**config.mk**
```make
export PLATFORM = sky130hd
export DESIGN_NAME = enc_8to3_seq
export DESIGN_NICKNAME = d
export VERILOG_FILES = /design/src/rtl/enc_8to3_seq_pkg.sv /design/src/rtl/enc_8to3_seq_pri_enc.sv /design/src/rtl/enc_8to3_seq.sv
export SDC_FILE = /design/constraint.sdc
export NUM_CORES = 1
export LEC_CHECK = 0
export BUFFER_PORTS_ARGS = -buffer_cell sky130_fd_sc_hd__buf_2
export CAP_MARGIN = 20
export CORE_ASPECT_RATIO = 1.5
export CORE_MARGIN = 2
export CORE_UTILIZATION = 30
export DETAILED_ROUTE_END_ITERATION = 12
export PLACE_DENSITY_LB_ADDON = 0.08
export SLEW_MARGIN = 20
export SYNTH_ARGS = -nofsm -noshare
export SYNTH_HDL_FRONTEND = slang
export SYNTH_HIERARCHICAL = 1
export SYNTH_SLANG_ARGS = --single-unit
```
**constraint.sdc**
```tcl
create_clock -name clk -period 3.7 [get_ports clk]
set_input_delay 0.555 -clock clk [delete_from_list [all_inputs] [get_ports clk]]
set_output_delay 0.555 -clock clk [all_outputs]
set_load 0.03 [all_outputs]
```
**src/rtl/enc_8to3_seq_pkg.sv**
```systemverilog
// Shared definitions for the sequential 8-to-3 encoder.
//   VEC_W / IDX_W  : request vector width and encoded index width
//   ST_IDLE/ST_EMIT: FSM state codes, matching the legacy decoder/encoder defs
//   at_most_one()  : true when a vector has zero or one bit set
package enc_8to3_seq_pkg;

    localparam int unsigned VEC_W   = 8;
    localparam int unsigned IDX_W   = 3;
    localparam int unsigned STATE_W = 1;

    localparam logic [STATE_W-1:0] ST_IDLE = 1'b0;
    localparam logic [STATE_W-1:0] ST_EMIT = 1'b1;

    // Clearing the lowest set bit leaves zero only if at most one bit was set.
    function automatic logic at_most_one(input logic [VEC_W-1:0] v);
        return (v & (v - VEC_W'(1))) == '0;
    endfunction

endpackage

```
**src/rtl/enc_8to3_seq_pri_enc.sv**
```systemverilog
// Combinational 8-bit priority encoder.
//   vec : request vector (bit 0 is index 0)
//   idx : index of the winning set bit; 0 when vec is all-zero
//   any : at least one bit of vec is set
// LSB_FIRST=1 picks the lowest set index, LSB_FIRST=0 the highest.
module pri_enc_8to3
    import enc_8to3_seq_pkg::*;
#(
    parameter bit LSB_FIRST = 1'b1
) (
    input  logic [VEC_W-1:0] vec,
    output logic [IDX_W-1:0] idx,
    output logic             any
);

    // Scan towards the preferred end so the preferred bit is written last.
    always_comb begin
        idx = '0;
        any = |vec;
        for (int unsigned i = 0; i < VEC_W; i++) begin
            if (LSB_FIRST) begin
                if (vec[IDX_W'(VEC_W - 1 - i)]) idx = IDX_W'(VEC_W - 1 - i);
            end else begin
                if (vec[IDX_W'(i)]) idx = IDX_W'(i);
            end
        end
    end

endmodule

```
**src/rtl/enc_8to3_seq.sv**
```systemverilog
// Sequential 8-to-3 encoder: latches a multi-hot request vector on an input
// handshake and streams the index of each set bit, one beat per output
// handshake. An all-zero vector yields a single beat flagged with none.
//   clk, rst_n          : clock, asynchronous active-low reset
//   en                  : block enable; low aborts an active stream
//   in_valid, in_ready  : input handshake; in0..in7 are the request bits
//   out_valid, out_ready: output handshake
//   out2..out0          : encoded index of the current beat
//   last, none, beat    : final-beat flag, all-zero flag, beat ordinal
// All outputs are decoded from registered state only.
module enc_8to3_seq
    import enc_8to3_seq_pkg::*;
#(
    parameter bit LSB_FIRST = 1'b1
) (
    input  logic       clk,
    input  logic       rst_n,
    input  logic       en,
    input  logic       in_valid,
    output logic       in_ready,
    input  logic       in0,
    input  logic       in1,
    input  logic       in2,
    input  logic       in3,
    input  logic       in4,
    input  logic       in5,
    input  logic       in6,
    input  logic       in7,
    output logic       out_valid,
    input  logic       out_ready,
    output logic       out0,
    output logic       out1,
    output logic       out2,
    output logic       last,
    output logic       none,
    output logic [2:0] beat
);

    logic [STATE_W-1:0] state;
    logic [VEC_W-1:0]   pend;
    logic [IDX_W-1:0]   beat_q;
    logic [IDX_W-1:0]   code;
    logic               any;
    logic               single;
    logic               emit;
    logic               take;

    pri_enc_8to3 #(
        .LSB_FIRST(LSB_FIRST)
    ) u_pri (
        .vec(pend),
        .idx(code),
        .any(any)
    );

    assign emit   = (state == ST_EMIT);
    assign single = at_most_one(pend);
    assign take   = emit & en & out_ready;

    always_ff @(posedge clk or negedge rst_n) begin
        if (!rst_n) begin
            state  <= ST_IDLE;
            pend   <= '0;
            beat_q <= '0;
        end else if (!emit) begin
            if (en && in_valid) begin
                state  <= ST_EMIT;
                pend   <= {in7, in6, in5, in4, in3, in2, in1, in0};
                beat_q <= '0;
            end
        end else if (!en || (take && single)) begin
            // Abort and final handshake both leave pend clear, so IDLE
            // outputs (code, last, none) fall back to zero.
            state  <= ST_IDLE;
            pend   <= '0;
            beat_q <= '0;
        end else if (take) begin
            pend   <= pend & ~(VEC_W'(1) << code);
            beat_q <= beat_q + IDX_W'(1);
        end
    end

    assign in_ready          = ~emit;
    assign out_valid         = emit;
    assign {out2, out1, out0} = code;
    assign last              = emit & single;
    assign none              = emit & ~any;
    assign beat              = beat_q;

endmodule
```
# After elaboration in Yosys (flattened, before gate mapping)
# Index checks and enable logic that the tools add are counted.
classes:
  div: 0
  eq_ne: 1
  n_addsub: 2
  n_reduce_logical: 8
  mul: 0
  shifts: 1
  bitwise_logic: 9
  n_lt_le_gt_ge: 0
  mux: 19
op_table:
  columns: ["cell", "n"]
  rows:
  - ["3-bit two-way mux", 12]
  - ["8-bit two-way mux", 4]
  - ["8-bit AND", 2]
  - ["8-bit logical NOT", 1]
  - ["8-bit NOT", 1]
  - ["8-bit OR reduction", 1]
  - ["1-bit by 3-bit left shift with 8-bit output (first input constant)", 1]
  - ["8-bit by 1-bit subtractor with 8-bit output (second input constant)", 1]
  - ["1-bit AND", 4]
  - ["3-bit by 1-bit adder with 3-bit output (second input constant)", 1]
  - ["1-bit two-way mux", 3]
  - ["3-bit by 1-bit inequality test with 1-bit output (second input constant)", 1]
  - ["1-bit logical AND", 2]
  - ["1-bit NOT", 2]
  - ["2-bit AND reduction", 1]
  - ["2-bit nonzero test", 1]
  - ["1-bit logical NOT", 1]
  - ["1-bit logical OR", 1]
word_totals:
  latchBits: 0
  reg_bits: 12
  out_inout_bits: 10
  mem_bits_rw: 0
  n_memories: 0
  romBits: 0

# Logic depth before layout (Yosys ltp)
depth:
  ltp_word: 14
  ltp_mapped: 7
  ltp_nobuf: 7

# Hierarchy
# Netlist, hierarchy kept.
by_module_without_submodules:
  columns: ["mod", "n_inst", "cells_each", "area_each_um2"]
  rows:
  - ["enc_8to3_seq", 1, 86, 793.3]
  - ["pri_enc_8to3", 1, 13, 81.3]

# Least setup slack after synthesis
# OpenSTA, ideal clock, no wires.
synth_timing:
  kind: "register to register"
  startpoint: "reg pend[4]"
  endpoint: "reg pend[7]"
  required_time_ns: 3.569
  t_arrival_ns: 2.366
  synth_period_minus_slack_ns: 2.497
  stages_incl_launch_ff: 5
  slack_ns: 1.203
  setup_ns: 0.131
  path_cell_list: "dfrtp_1 > o41ai_1 > inv_1 > o31ai_1 > o21ai_0"
synth_via:
  elab_chain_len: 11
  elab_cells_between_ends: 18
  classes_between: "1 x add/sub; 1 x eq/ne; 1 x shift; 8 x mux; 3 x bitwise; 4 x reduce/logical"
synth_rtl:
  columns: ["element", "line", "rtl"]
  rows:
  - ["from (decl)", "enc_8to3_seq.sv:40", "logic [VEC_W-1:0] pend;"]
  - ["from (signal assigned)", "enc_8to3_seq.sv:68", "pend <= {in7, in6, in5, in4, in3, in2, in1, in0};"]
  - ["from (signal assigned)", "enc_8to3_seq.sv:78", "pend <= pend & ~(VEC_W'(1) << code);"]
  - ["3-bit two-way mux (5 in series)", "enc_8to3_seq_pri_enc.sv:22", "if (vec[IDX_W'(VEC_W - 1 - i)]) idx = IDX_W'(VEC_W - 1 - i);"]
  - ["via out0", "enc_8to3_seq.sv:31", "output logic out0,"]
  - ["1-bit by 3-bit left shift with 8-bit output", "enc_8to3_seq.sv:78", null]
  - ["8-bit NOT", "enc_8to3_seq.sv:78", null]
  - ["8-bit AND", "enc_8to3_seq.sv:78", null]
  - ["8-bit two-way mux", "enc_8to3_seq.sv:77", "end else if (take) begin"]
  - ["8-bit two-way mux", "enc_8to3_seq.sv:71", "end else if (!en || (take && single)) begin"]
  - ["8-bit two-way mux", "enc_8to3_seq.sv:65", "end else if (!emit) begin"]
# The timed path passes the listed nets, and every way through them passes these cells. The select of a mux whose other input is x is not followed.
# A chain may end at the register's enable or synchronous reset.

# Worst setup path in the final report
layout_timing:
  startpoint: "reg pend[0]"
  endpoint: "out last"
layout_via:
  elab_chain_len: 4
layout_rtl:
  columns: ["element", "line", "rtl"]
  rows:
  - ["8-bit by 1-bit subtractor with 8-bit output", "enc_8to3_seq_pkg.sv:16", "return (v & (v - VEC_W'(1))) == '0;"]
  - ["8-bit AND *", "enc_8to3_seq_pkg.sv:16", null]
  - ["8-bit logical NOT *", "enc_8to3_seq_pkg.sv:16", null]
  - ["1-bit AND *", "enc_8to3_seq.sv:86", "assign last = emit & single;"]
  - ["to (decl)", "enc_8to3_seq.sv:34", "output logic last,"]
# Every way passes the cells marked *; elsewhere a longest branch is shown, timed or not.

==> out/metrics.csv <==
stage,metric,value,unit
layout,regArea,300,um2
clocking,clock_latency,0.24,ns
clocking,clkSlewWorstSetupHoldPaths,0.06,ns
yosys,synth_edf_count,0,
die,die_y,70.1,um
hold_path,hold_class,primary input to asynchronous set/reset pin,
yosys,yosysTopAreaCellShare,34.3,%
worst_setup_path,cp-start-kind,flop,
worst_setup_path,cp.required,3.14,ns
yosys,synth_ff_type,dfrtp_1,
layout,final_core_util,37.6,%
worst_setup_path,worstSetupEndpoint,last,
yosys,yosysUniqueCellTypes,35,
timing,maxSlewHeadroom,40.9,%
layout,finalNetCount,136,
yosys,yosysTopAreaCell,dfrtp_1,
global_routing,track_usage,17.3,%
worst_setup_path,max_stage_delay,0.58,ns
pwr,vdd_ir_drop_max,0.000352,V
routing,vias,890,
die,fp.dieW,48.1,um
yosys,yosys_warnings,6,
worst_setup_path,cp_max_fo,9,
timing,layout_setup_ws,0.832,ns
clocking,cts_tree,done,
routing,ant_nets,0,
layout,fill_cells,317,
worst_setup_path,critPathSlowestCell,or4_1,
layout,multi_input_area,537,um2
clocking,clockBufferDepth,2,
timing,setup_tns,0,ns
yosys,synthArstFlopShare,100,%
routing,wire_per_inst,16.0,um
yosys,synthTopCellsByArea,"dfrtp_1 (34%), o21ai_0 (10%), a22o_1 (7.0%)",
global_routing,grt_pass1_wl,4160,um
die,core-area,2850,um2
timing,fin_crit,2.87,ns
worst_setup_path,endpoint_kind,output port,
worst_setup_path,r2r-start,pend[0]$_DFFE_PN0P_,
global_routing,gr-total-overflow,0,
global_routing,antenna_found_initial,0,
timing,clock.fmax,349,MHz
routing,drt-initial-drc-count,43,
yosys,synth_seq_area_share,34.3,%
worst_setup_path,crit_type,flop to output port,
yosys,synth_area,875,um2
worst_setup_path,crit_chain,or4_1 > or3_2 > nand2_1 > and3_1 > buf_2,
die,ios,23,
routing,drc,0,
layout,area_delta_synth_final,22.7,%
run,drv_cap,0,
worst_setup_path,crit_start,pend[0]$_DFFE_PN0P_,
pwr,power.leakage,0.502,nW
yosys,synth_cells,99,
clocking,cts.htree.levels,1,
place,dp_worst_setup_slack,1.08,ns
yosys,synth.avg_cell_area,8.83,um2
worst_setup_path,r2r_cells,4,
worst_setup_path,reg2reg_slack,1.62,ns
global_routing,grt_pass1_vias,879,
die,dieArea,3370,um2
yosys,syn-num-nets,113,
clocking,cts_setup_buffers,0,
place,io_buffers,22,
clocking,cts_root_buf,clkbuf_8,
timing,hold_viol,0,
clocking,cts_made_buffers,3,
routing,drtPass1Iterations,4,
die,initial_core_util,30.7,%
worst_setup_path,cp.arrival,2.31,ns
clocking,cts_sinks,12,
layout,antenna_cells,0,
timing,drv_slew,0,
place,post-dp-hpwl,1840,um
worst_setup_path,rr_endpoint,pend[7]$_DFFE_PN0P_,
timing,fin_crit_sh,77.5,%
routing,vias_per_cell,5.56,
clocking,ctsResizeCount,0,
routing,drt_wl_total,2560,um
clocking,postCtsHoldBufs,0,
timing,rsz0062_at_grt,false,
status,status,completed,
pwr,power.density,597,nW/um2
layout,drive_above_1_share,25.6,%
timing,tightest_slew,0.886,ns
global_routing,grt_max_degree,14,
timing,skew,0.00236,ns
yosys,ys_ff_latch,12,
place,place.gp.congestion,0.775,
timing,setup_violations,0,
die,num_rows,24,
[worst min-delay path by stage]
stage / endpoint / slack [ns] / cells after the start
2_1_floorplan: beat[0]$_DFFE_PN0P_ / 0.26 / 0
3_3_place_gp: beat[1]$_DFFE_PN0P_ / 0.46 / 1
3_5_place_dp: pend[7]$_DFFE_PN0P_ / 0.46 / 1
4_1_cts: beat[2]$_DFFE_PN0P_ / 0.20 / 1
5_1_grt: beat[2]$_DFFE_PN0P_ / 0.21 / 1
6_report: beat[2]$_DFFE_PN0P_ / 0.20 / 1
[synth_stat cells, types with 2 or more instances]
master    instances
a22o_1            7
nor2_1            4
a21oi_1           2
o31ai_1           2
nor2b_1           3
o21ai_0          18
maj3_1            2
o21bai_1          2
and3_1            2
inv_1             6
a22oi_1           8
dfrtp_1          12
nand3_1           2
nand2_1           5
clkbuf_1          4
[layout make-up]
class,instances,area share [%]
multi-input cells,77,50.0
flip-flops and latches,12,28.0
repair buffers,22,10.3
clock buffers,4,5.13
well taps,39,4.55
inverters,6,2.10
[logic make-up after synthesis]
family | share of synthesized area [%]
xor gates and xnor gates | 1.00
DFF | 34.3
and+or+nand+nor | 14.3
adders and majority gates | 3.72
buffers and inverters | 4.29
muxes | 1.14
AOI/OAI and AO/OA | 41.2
[sequential cells by signal, summed over array words and instances, names as in the netlist]
signal / cells
out_valid: 1
beat: 3
pend: 8
[power breakdown]
group | internal (W) | total (W) | switching [W]
sequential | 0.000154 | 0.000204 | 0.0000501
clock | 0.0000941 | 0.000146 | 0.0000517
combinational | 0.000101 | 0.000291 | 0.000191
total | 0.000348 | 0.000641 | 0.000293
[metrics by stage]
step	instances	hold slack, ns	cell area (um2)	power, W
after floorplan	99	0.259	875	0.000407
after global placement	156	0.464	1020	0.000492
after detailed placement	156	0.463	1020	0.000494
after CTS	160	0.203	1070	0.000643
after global routing	160	0.205	1070	0.000689
final	160	0.196	1070	0.000641
[per-layer routing]
metal  vias to the layer above  global-route usage (%)  wire, um
met5                         -                       0         0
met4                         0                    7.81        25
met3                         2                    2.33       124
met2                        29                    28.1      1370
met1                       431                    21.3      1030
li1                        428                       -         -
[layout by cell type, fill, tap and decap left out, drive strengths merged, types with 2 or more instances in the layout]
cell and n:
a21oi 2, a22o 8, a22oi 8, a31oi 2, and3 2, buf 22
clkbuf 4, dfrtp 12, inv 6, maj3 2, nand2 5, nand3 2
nor2 4, nor2b 3, o21ai 18, o21bai 2, o31ai 2, or3 2
[worst max-delay path, delay by kind of cell, from the launching register on]
| kind | cells | cell delay (ns) |
|---|---|---|
| and+or+nand+nor | 4 | 1.43 |
| buffers and inverters | 1 | 0.19 |
| DFF | 1 | 0.45 |
(Power assumes the default switching activity.)
